## src/rtl/apb_pkg.sv

```systemverilog
// Shared APB definitions used by the register completer and the bridge.
//   NUM_REGS / NUM_SCRATCH : size of the decoded register window
//   ADDR_*                 : fixed register addresses
//   apb_state_t            : completer handshake states
//   addr_is_ro()           : true for the read-only register addresses
package apb_pkg;

   localparam int NUM_REGS    = 16;
   localparam int NUM_SCRATCH = 12;

   localparam logic [7:0] ADDR_ID   = 8'h0C;
   localparam logic [7:0] ADDR_CNT  = 8'h0D;
   localparam logic [7:0] ADDR_XFER = 8'h0E;
   localparam logic [7:0] ADDR_CTRL = 8'h0F;

   typedef enum logic [1:0] {
      ST_IDLE   = 2'd0,
      ST_ACCESS = 2'd1,
      ST_DONE   = 2'd2
   } apb_state_t;

   function automatic logic addr_is_ro(input logic [7:0] addr);
      return (addr >= ADDR_ID) && (addr <= ADDR_XFER);
   endfunction

endpackage

```

## src/rtl/apb_regfile.sv

```systemverilog
// Register array and address decode for the APB completer.
//   clk, rst     : clock, async active-high reset
//   addr, write  : current APB address / direction (decode is combinational)
//   wdata        : write data
//   commit       : transfer completes at the next rising edge
//   rdata        : read data for addr (0 when the access errors)
//   err          : access would complete with an error
//   ctrl         : live CTRL register value
module apb_regfile
   import apb_pkg::*;
#(
   parameter logic [7:0] ID_VALUE = 8'hA5
) (
   input  logic       clk,
   input  logic       rst,
   input  logic [7:0] addr,
   input  logic       write,
   input  logic [7:0] wdata,
   input  logic       commit,
   output logic [7:0] rdata,
   output logic       err,
   output logic [7:0] ctrl
);

   logic [7:0] scratch [NUM_SCRATCH];
   logic [7:0] cnt;
   logic [7:0] xfer;
   logic [7:0] ctrl_q;

   logic wr_ok;
   logic ctrl_we;
   logic scratch_we;
   logic in_scratch;

   assign in_scratch = addr < 8'(NUM_SCRATCH);
   assign err        = (addr >= 8'(NUM_REGS)) | (write & addr_is_ro(addr));
   assign wr_ok      = commit & write & ~err;
   assign ctrl_we    = wr_ok & (addr == ADDR_CTRL);
   assign scratch_we = wr_ok & in_scratch;
   assign ctrl       = ctrl_q;

   always_comb begin
      rdata = 8'h00;
      if (!err) begin
         if (in_scratch) begin
            rdata = scratch[addr[3:0]];
         end else begin
            unique case (addr)
               ADDR_ID:   rdata = ID_VALUE;
               ADDR_CNT:  rdata = cnt;
               ADDR_XFER: rdata = xfer;
               ADDR_CTRL: rdata = ctrl_q;
               default:   rdata = 8'h00;
            endcase
         end
      end
   end

   always_ff @(posedge clk or posedge rst) begin
      if (rst) begin
         for (int i = 0; i < NUM_SCRATCH; i++) scratch[i] <= 8'h00;
      end else if (scratch_we) begin
         scratch[addr[3:0]] <= wdata;
      end
   end

   // A clear request in the committed CTRL value overrides this edge's increment.
   always_ff @(posedge clk or posedge rst) begin
      if (rst)                      cnt <= 8'h00;
      else if (ctrl_we && wdata[1]) cnt <= 8'h00;
      else if (ctrl_q[0])           cnt <= cnt + 8'd1;
   end

   always_ff @(posedge clk or posedge rst) begin
      if (rst)                xfer <= 8'h00;
      else if (commit && !err) xfer <= xfer + 8'd1;
   end

   // CTRL[1] is a one-cycle pulse: stored on commit, dropped the cycle after.
   always_ff @(posedge clk or posedge rst) begin
      if (rst)            ctrl_q    <= 8'h00;
      else if (ctrl_we)   ctrl_q    <= wdata;
      else if (ctrl_q[1]) ctrl_q[1] <= 1'b0;
   end

endmodule

```

## src/rtl/apb_reg_completer.sv

```systemverilog
// APB completer with configurable wait states in front of apb_regfile.
//   clk, rst                       : clock, async active-high reset
//   psel, penable, pwrite          : APB control
//   paddr, pwdata                  : APB address / write data
//   prdata, pready, pslverr        : registered APB response
//   ctrl_out                       : live CTRL register value
//
// state     | meaning
// ST_IDLE   | no transfer; waiting for a setup phase
// ST_ACCESS | setup seen; counting access cycles until pready
// ST_DONE   | transfer just completed; may accept a back-to-back setup
module apb_reg_completer
   import apb_pkg::*;
#(
   parameter int         WAIT_STATES = 0,
   parameter logic [7:0] ID_VALUE    = 8'hA5
) (
   input  logic       clk,
   input  logic       rst,
   input  logic       psel,
   input  logic       penable,
   input  logic       pwrite,
   input  logic [7:0] paddr,
   input  logic [7:0] pwdata,
   output logic [7:0] prdata,
   output logic       pready,
   output logic       pslverr,
   output logic [7:0] ctrl_out
);

   localparam logic [3:0] WS = 4'(WAIT_STATES);

   apb_state_t state, state_nxt;
   logic [2:0] wait_cnt, wait_nxt;
   logic       pready_nxt, pslverr_nxt;
   logic       commit;
   logic       setup;
   logic       access;
   logic [7:0] rdata;
   logic       err;

   assign setup  = psel & ~penable;
   assign access = psel &  penable;

   apb_regfile #(.ID_VALUE(ID_VALUE)) u_regfile (
      .clk    (clk),
      .rst    (rst),
      .addr   (paddr),
      .write  (pwrite),
      .wdata  (pwdata),
      .commit (commit),
      .rdata  (rdata),
      .err    (err),
      .ctrl   (ctrl_out)
   );

   always_ff @(posedge clk or posedge rst) begin
      if (rst) begin
         state    <= ST_IDLE;
         wait_cnt <= 3'd0;
         pready   <= 1'b0;
         pslverr  <= 1'b0;
      end else begin
         state    <= state_nxt;
         wait_cnt <= wait_nxt;
         pready   <= pready_nxt;
         pslverr  <= pslverr_nxt;
      end
   end

   always_ff @(posedge clk or posedge rst) begin
      if (rst)                  prdata <= 8'h00;
      else if (commit && !pwrite) prdata <= rdata;
   end

   // pready/pslverr are registered, so both are loaded one cycle ahead of the
   // access cycle in which they must be visible.
   always_comb begin
      state_nxt   = state;
      wait_nxt    = wait_cnt;
      pready_nxt  = pready;
      pslverr_nxt = pslverr;
      commit      = 1'b0;
      unique case (state)
         ST_IDLE, ST_DONE: begin
            pready_nxt  = 1'b0;
            pslverr_nxt = 1'b0;
            state_nxt   = ST_IDLE;
            if (setup) begin
               state_nxt = ST_ACCESS;
               wait_nxt  = 3'd0;
               if (WS == 4'd0) begin
                  pready_nxt  = 1'b1;
                  pslverr_nxt = err;
               end
            end
         end
         ST_ACCESS: begin
            if (!psel) begin
               state_nxt   = ST_IDLE;
               pready_nxt  = 1'b0;
               pslverr_nxt = 1'b0;
            end else if (access) begin
               if (pready) begin
                  commit      = 1'b1;
                  state_nxt   = ST_DONE;
                  pready_nxt  = 1'b0;
                  pslverr_nxt = 1'b0;
               end else begin
                  wait_nxt = wait_cnt + 3'd1;
                  if (({1'b0, wait_cnt} + 4'd1) == WS) begin
                     pready_nxt  = 1'b1;
                     pslverr_nxt = err;
                  end
               end
            end
         end
         default: begin
            state_nxt   = ST_IDLE;
            pready_nxt  = 1'b0;
            pslverr_nxt = 1'b0;
         end
      endcase
   end

endmodule

```

## config.mk

```make
export PLATFORM = sky130hd
export DESIGN_NAME = apb_reg_completer
export DESIGN_NICKNAME = d
export VERILOG_FILES = /design/src/rtl/apb_pkg.sv /design/src/rtl/apb_regfile.sv /design/src/rtl/apb_reg_completer.sv
export SDC_FILE = /design/constraint.sdc
export NUM_CORES = 1
export LEC_CHECK = 0
export ABC_AREA = 1
export CAP_MARGIN = 10
export CORE_UTILIZATION = 54
export DETAILED_ROUTE_END_ITERATION = 12
export PLACE_DENSITY_LB_ADDON = 0.08
export SETUP_SLACK_MARGIN = 0.4
export SYNTH_ARGS = -nofsm -noshare
export SYNTH_HDL_FRONTEND = slang
export SYNTH_SLANG_ARGS = --single-unit
```

## constraint.sdc

```tcl
create_clock -name clk -period 5.2 [get_ports clk]
set_clock_uncertainty 0.1 [all_clocks]
set_input_delay 1.3 -clock clk [delete_from_list [all_inputs] [get_ports clk]]
set_output_delay 1.3 -clock clk [all_outputs]
set_load 0.1 [all_outputs]
```

Yosys cells after proc, flatten, opt, wreduce, memory -nomap -nowiden

Index checks and enable logic that the tools add are counted.

Mux-type cells: 38
Multiply operators: 0
Shift-type cells: 0
Div/mod/pow operators: 0
Bitwise gates (word level): 11
Add/sub/neg operators: 4
Equal/unequal tests: 13
Reductions and logical operators: 15
$lt $le $gt $ge: 6

Operators with widths:

| cell                                                                              | count |
|---|---|
| 96-bit bitwise mux                                                                | 1 |
| 8-bit 2-to-1 mux                                                                  | 7 |
| 8-bit binary-select mux with 4-bit select                                         | 1 |
| 8-bit demux with 4-bit select                                                     | 1 |
| 8-bit by 4-bit == test with 1-bit output (second input constant)                  | 4 |
| 8-bit one-hot mux with 4 select lines                                             | 1 |
| 8-bit by 1-bit adder with 8-bit output (second input constant)                    | 2 |
| 1-bit 2-to-1 mux                                                                  | 16 |
| 3-bit 2-to-1 mux                                                                  | 4 |
| 8-bit by 4-bit >= comparator with 1-bit output (second input constant)            | 1 |
| 8-bit by 5-bit >= comparator with 1-bit output (second input constant)            | 1 |
| 8-bit by 4-bit less-or-equal comparator with 1-bit output (second input constant) | 1 |
| 8-bit by 4-bit less-than comparator with 1-bit output (second input constant)     | 1 |
| 2-bit inequality test (second input constant)                                     | 4 |
| 1-bit bitwise AND                                                                 | 7 |
| 2-bit 2-to-1 mux                                                                  | 3 |
| 3-bit inequality test (second input constant)                                     | 2 |
| 3-bit one-hot mux with 2 select lines                                             | 1 |
| 5-bit >= comparator (second input constant)                                       | 1 |
| 1-bit logical AND                                                                 | 5 |
| 5-bit by 1-bit less-than comparator with 1-bit output (second input constant)     | 1 |
| 4-bit NOT with 5-bit output                                                       | 1 |
| 5-bit AND reduction                                                               | 1 |
| 3-bit by 1-bit adder with 4-bit output (second input constant)                    | 1 |
| 14 further kinds                                                                  | 19 |

ROM bits: 0
Memories kept: 0
RAM bits: 0
Latch bits: 0
Bits in registers: 135
Input port bits: 21
Logic and storage cells: 108

Longest topological paths before layout

Gate-level depths: netlist of run 1.

Word-level depth: 9
Mapped depth: 13
Gate-level depth less buffers: 11

By module

From an unflattened synthesis of run 1, not the netlist that was laid out.

Cells, all modules: 902
Area total of the unflattened synthesis: 6,954.2 µm²

By module, submodules not included:

| module            | sequential area each (µm²) | times used | area each (µm²) | cells an instance |
|---|---|---|---|---|
| apb_regfile       | 3,002.9                    | 1          | 6,157.2         | 807 |
| apb_reg_completer | 375.4                      | 1          | 797.0           | 95 |

Least setup slack after synthesis of run 1

OpenSTA, ideal clock, no wires.

Path kind: input port to flip-flop
Start: in paddr[0]
End: reg u_regfile.scratch[95] (netlist name)
Data required time: 4,968 ps
Data arrival time: 2,420 ps
Buffers on the path: 3
Path slack: 2,548 ps
Setup time: 132 ps
Stages: 10
Cells stage by stage: buf_2 nand2_2 nand3_2 nand2_2 nor2_4 buf_12 nand3_4 buf_4 nand2_1 o21ai_1

Cells in the longest elaborated chain, start to end: 7
Elaborated cells on any way between the ends: 17
Classes of those cells: 6 x order compare; 3 x mux; 6 x bitwise; 2 x reduce/logical

Ends and longest elaborated chain:

| what                                                                                                                        | RTL line                | source |
|---|---|---|
| from (decl)                                                                                                                 | apb_reg_completer.sv:23 | `input logic [7:0] paddr,` |
| 8-bit by 4-bit >= comparator with 1-bit output or 8-bit by 4-bit less-or-equal comparator with 1-bit output (tied branches) | apb_pkg.sv:23           | `return (addr >= ADDR_ID) && (addr <= ADDR_XFER);` |
| 1-bit logical AND                                                                                                           | apb_pkg.sv:23           |  |
| 1-bit bitwise AND                                                                                                           | apb_regfile.sv:36       | `assign err = (addr >= 8'(NUM_REGS)) \| (write & addr_is_ro(addr));` |
| 1-bit bitwise OR                                                                                                            | apb_regfile.sv:36       |  |
| 1-bit NOT                                                                                                                   | apb_regfile.sv:37       | `assign wr_ok = commit & write & ~err;` |
| 1-bit bitwise AND                                                                                                           | apb_regfile.sv:37       |  |
| 1-bit bitwise AND                                                                                                           | apb_regfile.sv:39       | `assign scratch_we = wr_ok & in_scratch;` |
| to (signal, indexed assignment)                                                                                             | apb_regfile.sv:63       | `scratch[addr[3:0]] <= wdata;` |
| to (decl)                                                                                                                   | apb_regfile.sv:25       | `logic [7:0] scratch [NUM_SCRATCH];` |

Several ways; a longest one is shown, not always the timed one.
A chain may end at the register's enable or synchronous reset.

Worst setup path after layout of run 1

Start: in paddr[0]
End: reg u_regfile.scratch[16] (netlist name)

The elaborated chain is that of the path after synthesis.

==> qor.yml, run 1 <==
outcome:
  outcome: "completed"
power_and_ir_drop:
  total_power_mw: 2.647
  cellPowerDensity_nw_per_um2: 342.8
  p_leak_nw: 3.703
  swShare_pct: 23.71
  seq_power_share_pct: 40.9
  p_sw_uw: 627.7
  p_int_mw: 2.019
  clockPowerShare_pct: 50.7
  max-vdd-ir-drop_v: 0.0002890
  comb_power_share_pct: 8.4
critical_path:
  endpoint_kind: "register"
  critPathKind: "input pin to register"
  critPathArrivalTime_ns: 3.87
  cp_max_fo: 23
  setup.worst_path.start_class: "input pin"
  cp.required_ns: 5.38
detailed_routing:
  wl_um: 16780
  viasPerCell: 5.327
  wl_per_cell_um: 15.96
  drc: 0
  detail-route-antenna-nets: 0
  firstDrtPassIters: 5
  vias: 5599
  drt_iter0_markers: 522
synth:
  ys_seq_area_share_pct: 50.48
  synth_warnings: 0
  syn_area_per_cell_um2: 7.883
  ys_ff_latch: 135
  synth.distinct_cells: 30
  syn_inst: 849
  syn_nets: 873
  synth_area_um2: 6693
clocking:
  cts_tree: "built"
  cts-root-buf: "clkbuf_16"
  numClockSinks: 135
  numCtsBuffers: 17
  clock_path_buffers: 2
  clkLatencyLatePin_ns: 0.42
  h-tree-depth: 4
  cts_resized: 0
  post_cts_buffers: 0
  hold_buffers: 0
  clkTransAtPathRegs_ns: 0.06
placed_design:
  gp_congestion: 0.8815
  numPortBuffers: 38
  place_ws_ns: 1.080
  dp.final_hpwl_um: 11220
global_route:
  grt_pass1_vias: 5369
  grt_antenna_before_repair: 0
  grt_use_met2_pct: 43.89
  grt_overflow: 0
  grt_max_degree: 136
  grt_pass1_wl_um: 27290
  grtUsageMet1_pct: 39.25
  met3_usage_pct: 6.213
  grtUsageTotal_pct: 28.08
  grt-busiest-layer: "met2"
timing:
  tightest_slew_ns: 0.9753
  drv_slew: 0
  fin_setup_tns_ns: 0
  setup_violations: 0
  fin_crit_sh_pct: 71.10
  rsz0062_at_grt: "no"
  hold_viol: 0
  setup_ws_ns: 1.503
  slew_headroom_pct: 34.78
  final.min_clock_period_ns: 3.697
  max_freq_mhz: 270.5
floorplan:
  die_h_um: 113.3
  fp.coreArea_um2: 12060
  boundaryPins: 39
  rows: 40
  die_w_um: 113.3
  initial_utilization_pct: 55.49
  die_area_um2: 12840
worst_hold_path:
  min_path_type: "register to register"
final_layout:
  area_growth_pct: 15.39
  final_cell_mix: "nand2_1 (274), nor2_1 (148), dfrtp_1 (135), o21ai_1 (83), inv_1 (46)"
  num_antenna_cells: 0
  final_common_cell: "nand2_1"
  drive_above_1_share_pct: 7.022
  nets: 894
flow_run:
  maxCapViolations: 0
## cells in the mapped netlist, drive strengths merged
| master | number | share of area, % |
|---|---|---|
| nand4 | 3 | 0.28 |
| buf | 28 | 3.3 |
| o21bai | 1 | 0.11 |
| xor2 | 9 | 1.2 |
| xnor2 | 3 | 0.39 |
| mux2i | 1 | 0.15 |
| o21ai | 108 | 8.1 |
| nand3b | 3 | 0.34 |
| nand2 | 278 | 16 |
| inv | 50 | 2.8 |
| nand3 | 50 | 5.9 |
| ha | 3 | 0.56 |
| clkinv | 1 | 0.056 |
| dfrtp | 135 | 50 |
| clkbuf | 10 | 0.56 |
| nor3 | 5 | 0.37 |
| nor2 | 154 | 9.1 |
| a22oi | 1 | 0.11 |
| o21a | 1 | 0.11 |
| a21oi | 5 | 0.37 |
## power by group through the flow
stage	clock network, mW	registers, mW	logic (mW)
floorplan	0	1.13	0.123
global placement	0	1.10	0.217
detailed placement	0	1.10	0.223
CTS	1.35	1.08	0.224
global route	1.40	1.09	0.246
finish	1.34	1.08	0.224
## cell families after synthesis
| kind of cell | count (synthesis) | synth area share [%] |
|---|---|---|
| adders and majority gates | 3 | 0.5609 |
| xor gates and xnor gates | 12 | 1.571 |
| buffers and inverters | 89 | 6.730 |
| and+or+nand+nor | 493 | 31.73 |
| DFF | 135 | 50.48 |
| muxes | 1 | 0.1496 |
| AOI/OAI and AO/OA | 116 | 8.787 |
## critical path: stages
cell	delay (ns)
clkdlybuf4s50_1	0.68
nand2_2	0.39
nand3_2	0.23
nand2_2	0.09
nor2_4	0.53
nand3_2	0.40
nand2_1	0.15
o21ai_0	0.08
## cell type report
class | count | area [µm²]
Clock inverter | 11 | 193.9
Sequential cell | 135 | 3378
Multi-Input combinational cell | 625 | 2867
Fill cell | 1052 | 4339
Timing Repair Buffer | 40 | 407.9
Tap cell | 168 | 210.2
Clock buffer | 21 | 470.5
Inverter | 51 | 195.2
## path summary, 6_finish.rpt
path	from	end	slack, ns	cells after the start
hold reg to reg	prdata[0]$_DFFE_PP0P_	prdata[0]$_DFFE_PP0P_	0.38	2
min in group asynchronous	rst	wait_cnt[2]$_DFFE_PP0P_	1.33	3
hold / removal	prdata[0]$_DFFE_PP0P_	prdata[0]$_DFFE_PP0P_	0.38	2
max in group asynchronous	rst	u_regfile.scratch[30]$_DFFE_PP0P_	3.11	3
setup reg to reg	pready$_DFFE_PP0P_	u_regfile.scratch[16]$_DFFE_PP0P_	2.91	7
setup / recovery	paddr[0]	u_regfile.scratch[16]$_DFFE_PP0P_	1.50	8
## flip-flops by register name, indices dropped and copies added, names as in the netlist, 2 cells and up
signal and flops:
u_regfile.ctrl 8, prdata 8, wait_cnt 3, u_regfile.scratch 96
state 2, u_regfile.xfer 8, u_regfile.cnt 8
## per-stage QoR
step	hold WS (ns)	cells	utilization (%)	cell area, µm²
after CTS	0.3815	1051	64.02	7722
after floorplan	0.3529	849	-	6696
after detailed placement	0.3660	1019	58.52	7058
final	0.3766	1051	64.02	7722
after global routing	0.4074	1051	64.02	7722
after global placement	0.3629	1019	58.52	7058
## layer usage
metal	wire length, µm	share of wire, %	up-vias
met5	0	0	-
met4	311	1.9	0
met3	971	5.8	23
met2	7768	46	183
met1	7724	46	2671
li1	-	-	2722
No activity file was read; power rests on OpenSTA's default activity.
==> inputs of run 2 (changes only) <==
--- a/config.mk
+++ b/config.mk
@@ -7,7 +7,7 @@
 export LEC_CHECK = 0
 export ABC_AREA = 1
 export CAP_MARGIN = 10
-export CORE_UTILIZATION = 54
+export CORE_UTILIZATION = 60
 export DETAILED_ROUTE_END_ITERATION = 12
 export PLACE_DENSITY_LB_ADDON = 0.08
 export SETUP_SLACK_MARGIN = 0.4
==> constraint.sdc (replaced) <==
create_clock -name clk -period 3.65 [get_ports clk]
set_clock_uncertainty 0.1 [all_clocks]
set_input_delay 0.9125 -clock clk [delete_from_list [all_inputs] [get_ports clk]]
set_output_delay 0.9125 -clock clk [all_outputs]
set_load 0.1 [all_outputs]
==> run 2 against run 1 <==
  * Wire length grew 1.1%
  * Via count up 2.0%
  * Setup slack lost 0.64 ns
  * Combinational power is 43% higher
  * Critical path depth is 1 lower
  * Utilization increased by 6.2 points
  * Register-to-register slack worse by 1.4 ns
  * Clock power increased by 23%
  * Largest power group unchanged
  * Highest routed layer unchanged
==> qor.yml, run 2 (synthesis gave the netlist of run 1 again) <==
flow_run:
  maxCapViolations: 0
power_and_ir_drop:
  swShare_pct: 25.14
  p_leak_nw: 3.736
  cellPowerDensity_nw_per_um2: 461.0
  clockPowerShare_pct: 46.9
  comb_power_share_pct: 9.1
  p_sw_uw: 882.4
  seq_power_share_pct: 44.0
  max-vdd-ir-drop_v: 0.0003508
  total_power_mw: 3.510
  p_int_mw: 2.627
floorplan:
  rows: 38
  initial_utilization_pct: 61.74
  die_h_um: 107.6
  boundaryPins: 39
  fp.coreArea_um2: 10840
  die_w_um: 107.6
  die_area_um2: 11580
critical_path:
  setup.worst_path.start_class: "input pin"
  cp_max_fo: 20
  endpoint_kind: "register"
  cp.required_ns: 3.95
  critPathArrivalTime_ns: 3.08
  critPathKind: "input pin to register"
global_route:
  grt_antenna_before_repair: 0
  grt_overflow: 0
  grt_pass1_wl_um: 27770
  grtUsageTotal_pct: 32.50
  grt_pass1_vias: 5545
  grt_max_degree: 58
clocking:
  cts_resized: 0
  numClockSinks: 135
  h-tree-depth: 4
  clkTransAtPathRegs_ns: 0.06
  cts-root-buf: "clkbuf_8"
  post_cts_buffers: 0
  numCtsBuffers: 17
  clkLatencyLatePin_ns: 0.55
  hold_buffers: 0
  cts_tree: "built"
  clock_path_buffers: 2
detailed_routing:
  drt_iter0_markers: 573
  detail-route-antenna-nets: 0
  wl_per_cell_um: 16.47
  viasPerCell: 5.545
  vias: 5711
  firstDrtPassIters: 6
  drc: 0
  wl_um: 16960
timing:
  fin_crit_sh_pct: 76.23
  max_freq_mhz: 359.4
  drv_slew: 0
  tightest_slew_ns: 0.8035
  final.min_clock_period_ns: 2.783
  setup_violations: 0
  fin_setup_tns_ns: 0
  hold_ws_ns: 0.3824
  slew_headroom_pct: 46.30
  rsz0062_at_grt: "no"
  hold_viol: 0
placed_design:
  numPortBuffers: 38
  dp.final_hpwl_um: 11220
  gp_congestion: 0.9191
  dp_cells: 999
final_layout:
  largest_reg_flops: 96
  area_growth_pct: 13.76
  num_antenna_cells: 0
  final_common_cell: "nand2_1"
  regMostFlops: "u_regfile.scratch"
  nets: 902
  layoutNonFillerInstCount: 1030
  final_util_pct: 70.23
  drive_above_1_share_pct: 9.663
  final_cell_mix: "nand2_1 (274), nor2_1 (148), dfrtp_1 (135), o21ai_1 (83), inv_1 (46)"
outcome:
  outcome: "completed"
worst_hold_path:
  min_path_type: "register to register"
run 2: cell count changes in the layout (fill, tap and decap cells not counted), sizes merged:
cell,delta
clkinv,+1
clkdlybuf4s50,-18
clkinvlp,+1
buf,+26
inv,-1
bufinv,-3
clkbuf,+1
run 2: cell type report:
class	instances	area [µm²]
flip-flops and latches	135	3378
inverters	51	195.2
clock buffers	22	462.9
clock inverters	9	100.1
multi-input cells	625	2867
repair buffers	48	435.4
fillers	878	3227
well taps	140	175.2
run 2: metal layers:
layer | wire length, µm | global-route usage (%) | up-vias
met2 | 8136 | 51.51 | 181
met5 | 0 | 0 | -
met1 | 7299 | 42.85 | 2736
met3 | 917 | 6.356 | 44
met4 | 607 | 15.75 | 0
li1 | - | - | 2750
run 2: final timing paths:
path                                                           to  cells after the start                   from  slack [ns]
worst min register to register              prdata[6]$_DFFE_PP0P_                      2  prdata[6]$_DFFE_PP0P_        0.38
worst min-delay path                        prdata[6]$_DFFE_PP0P_                      2  prdata[6]$_DFFE_PP0P_        0.38
min in group asynchronous       u_regfile.scratch[50]$_DFFE_PP0P_                      2                    rst        0.71
worst max register to register       u_regfile.cnt[0]$_DFFE_PP0P_                      8   state[1]$_DFFE_PP0P_        1.53
max in group asynchronous       u_regfile.scratch[20]$_DFFE_PP0P_                      3                    rst        2.02
worst max-delay path            u_regfile.scratch[12]$_DFFE_PP0P_                      7               paddr[0]        0.87
run 2: worst max-delay path, cell delays in order:
cell and delay (ns):
clkdlybuf4s50_1 0.60, inv_1 0.26, nand2_1 0.51, nor2_1 0.28
nand3_2 0.27, nand2_1 0.15, o21ai_0 0.09
run 2: power groups by stage:
stage	Sequential, mW	Clock (mW)	Combinational (mW)
6_report	1.54	1.65	0.320
5_1_grt	1.54	1.73	0.354
4_1_cts	1.54	1.67	0.322
3_5_place_dp	1.57	0	0.319
3_3_place_gp	1.57	0	0.313
2_1_floorplan	1.60	0	0.175
run 2: stage by stage:
step,instance area [µm²],setup slack (ns)
after floorplan,6696,0.9583
after global placement,7051,0.4123
after detailed placement,7051,0.3465
after CTS,7614,0.8836
after global routing,7614,0.6522
final,7614,0.8675
==> inputs of run 3 (changes only) <==
--- a/config.mk
+++ b/config.mk
@@ -7,7 +7,7 @@
 export LEC_CHECK = 0
 export ABC_AREA = 1
 export CAP_MARGIN = 10
-export CORE_UTILIZATION = 60
+export CORE_UTILIZATION = 54
 export DETAILED_ROUTE_END_ITERATION = 12
 export PLACE_DENSITY_LB_ADDON = 0.08
 export SETUP_SLACK_MARGIN = 0.4
==> constraint.sdc (replaced) <==
create_clock -name clk -period 2.48 [get_ports clk]
set_clock_uncertainty 0.1 [all_clocks]
set_input_delay 0.62 -clock clk [delete_from_list [all_inputs] [get_ports clk]]
set_output_delay 0.62 -clock clk [all_outputs]
set_load 0.1 [all_outputs]
==> run 3 against run 2 <==
  * Cell area grew 6.2%
  * Register-to-register slack lost 0.81 ns
  * Utilization shrank 3.2 points
  * Via count grew 2.1%
  * Largest cell class unchanged
  * Cell count grew 5.5%
  * Critical path type is now register to output port
  * Combinational power grew 59%
==> qor.yml, run 3 (synthesis gave the netlist of run 1 again) <==
outcome:
  outcome: "completed"
floorplan:
  die_w_um: 113.3
  die_area_um2: 12840
  boundaryPins: 39
  initial_utilization_pct: 55.49
  fp.coreArea_um2: 12060
  rows: 40
  die_h_um: 113.3
final_layout:
  num_antenna_cells: 0
  fin_area_um2: 8083
  final_cell_mix: "nand2_1 (272), nor2_1 (144), dfrtp_1 (135), o21ai_1 (81)"
  drive_above_1_share_pct: 13.60
  final_common_cell: "nand2_1"
  regMostFlops: "u_regfile.scratch"
  largest_reg_flops: 96
  area_growth_pct: 20.77
  final_util_pct: 67.01
  nets: 930
detailed_routing:
  drt_iter0_markers: 514
  drc: 0
  vias: 5830
  detail-route-antenna-nets: 0
  wl_met1_um: 8051
  wl_um: 17270
  viasPerCell: 5.363
  wl_per_cell_um: 15.89
  routed.top_layer: "met4"
  wl_met3_um: 859
  firstDrtPassIters: 5
  dr_wl_met2_um: 8170
critical_path:
  crit_family: "flip-flops"
  worst_r2r_path_depth: 8
  path_buf_inv: 1
  cp_slowest_cell: "dfrtp_1"
  cp_max_fo: 8
  max_stage_delay_ns: 0.52
  critPathKind: "register to output port"
  crit_chain: "buf_4"
  endpoint_kind: "output port"
  cp.required_ns: 1.76
  crit_cells: 1
  setup.worst_path.start_class: "register"
  critPathArrivalTime_ns: 1.30
global_route:
  grt_max_degree: 76
  grt_pass1_wl_um: 28650
  grt_pass1_vias: 5710
  grt_overflow: 0
  grt_antenna_before_repair: 0
  grtUsageTotal_pct: 29.31
clocking:
  h-tree-depth: 4
  cts_tree: "built"
  numCtsBuffers: 17
  clkTransAtPathRegs_ns: 0.06
  cts-root-buf: "clkbuf_16"
  numClockSinks: 135
  clock_path_buffers: 2
  clkLatencyLatePin_ns: 0.42
placed_design:
  dp.final_hpwl_um: 11550
  numPortBuffers: 38
  gp_congestion: 0.8469
  dpl_cell_area_um2: 7328
power_and_ir_drop:
  max-vdd-ir-drop_v: 0.0004930
  clockPowerShare_pct: 48.4
  comb_power_share_pct: 9.4
  p_sw_mw: 1.303
  p_int_mw: 4.080
  p_leak_nw: 3.977
  seq_power_share_pct: 42.2
  swShare_pct: 24.20
  cellPowerDensity_nw_per_um2: 665.9
timing:
  rsz0062_at_grt: "yes"
  slew_headroom_pct: 60.67
  drv_slew: 0
  max_freq_mhz: 495.6
  setup_violations: 0
  fin_crit_sh_pct: 81.37
  tightest_slew_ns: 0.5893
  hold_viol: 0
  final.min_clock_period_ns: 2.018
flow_run:
  maxCapViolations: 0
worst_hold_path:
  min_path_type: "register to register"
  min_path_cells: 2
-- run 3: changes by cell type in the layout (fill, tap and decap cells not counted), sizes merged --
cell | before | now
buf | 28 | 54
bufinv | 2 | 3
clkbuf | 22 | 25
clkdlybuf4s50 | 20 | 16
clkinvlp | 3 | 1
dlymetal6s2s | 0 | 4
nand3 | 50 | 51
-- run 3: metal layers --
metal  vias up  global-route usage (%)
met5         -                       0
met2       180                   46.13
met1      2827                   40.65
li1       2806                       -
met4         0                   9.649
met3        17                   6.160
-- run 3: cell type report --
cell class,instances,area (µm²)
Timing Repair Buffer,75,732.0
Tap cell,168,210.2
Inverter,51,198.9
Clock inverter,8,118.9
Multi-Input combinational cell,626,2953
Fill cell,1040,3979
Clock buffer,24,491.7
Sequential cell,135,3378
-- run 3: stage by stage --
stage / hold WS, ns / setup slack [ns] / TNS (ns) / instances / power [mW]
2_1_floorplan: 0.3529 / 0.06821 / 0 / 849 / 2.616
3_3_place_gp: 0.3656 / -0.02017 / -0.06958 / 1051 / 2.795
3_5_place_dp: 0.3758 / -0.06482 / -0.5393 / 1051 / 2.807
4_1_cts: 0.3896 / 0.3786 / 0 / 1083 / 5.404
5_1_grt: 0.4105 / 0.3448 / 0 / 1087 / 5.558
6_report: 0.3901 / 0.4621 / 0 / 1087 / 5.383
-- run 3: worst paths after layout --
path	from	endpoint	slack (ns)
min in group asynchronous	rst	u_regfile.scratch[56]$_DFFE_PP0P_	0.57
min	u_regfile.scratch[2]$_DFFE_PP0P_	u_regfile.scratch[2]$_DFFE_PP0P_	0.39
max	u_regfile.ctrl[0]$_DFFE_PP0P_	ctrl_out[0]	0.46
max reg2reg	pready$_DFFE_PP0P_	u_regfile.scratch[87]$_DFFE_PP0P_	0.72
max in group asynchronous	rst	u_regfile.scratch[10]$_DFFE_PP0P_	1.35
min reg2reg	u_regfile.scratch[2]$_DFFE_PP0P_	u_regfile.scratch[2]$_DFFE_PP0P_	0.39
-- run 3: power by group through the flow --
stage                     combinational [mW]  sequential (mW)  clock [mW]
after floorplan                        0.257             2.36           0
after global placement                 0.490             2.31           0
after detailed placement               0.498             2.31           0
after CTS                              0.502             2.27        2.63
after global routing                   0.557             2.27        2.73
final                                  0.508             2.27        2.60
-- run 3: what timing repair did --
item | CTS | global route
hold buffers | 0 | 0
setup endpoints to repair | 8 | 114
cloned | 0 | 2
setup buffers | 0 | 2
resized for setup | 2 | 23
endpoints found under the hold margin | 0 | 0
pin swaps | 0 | 3
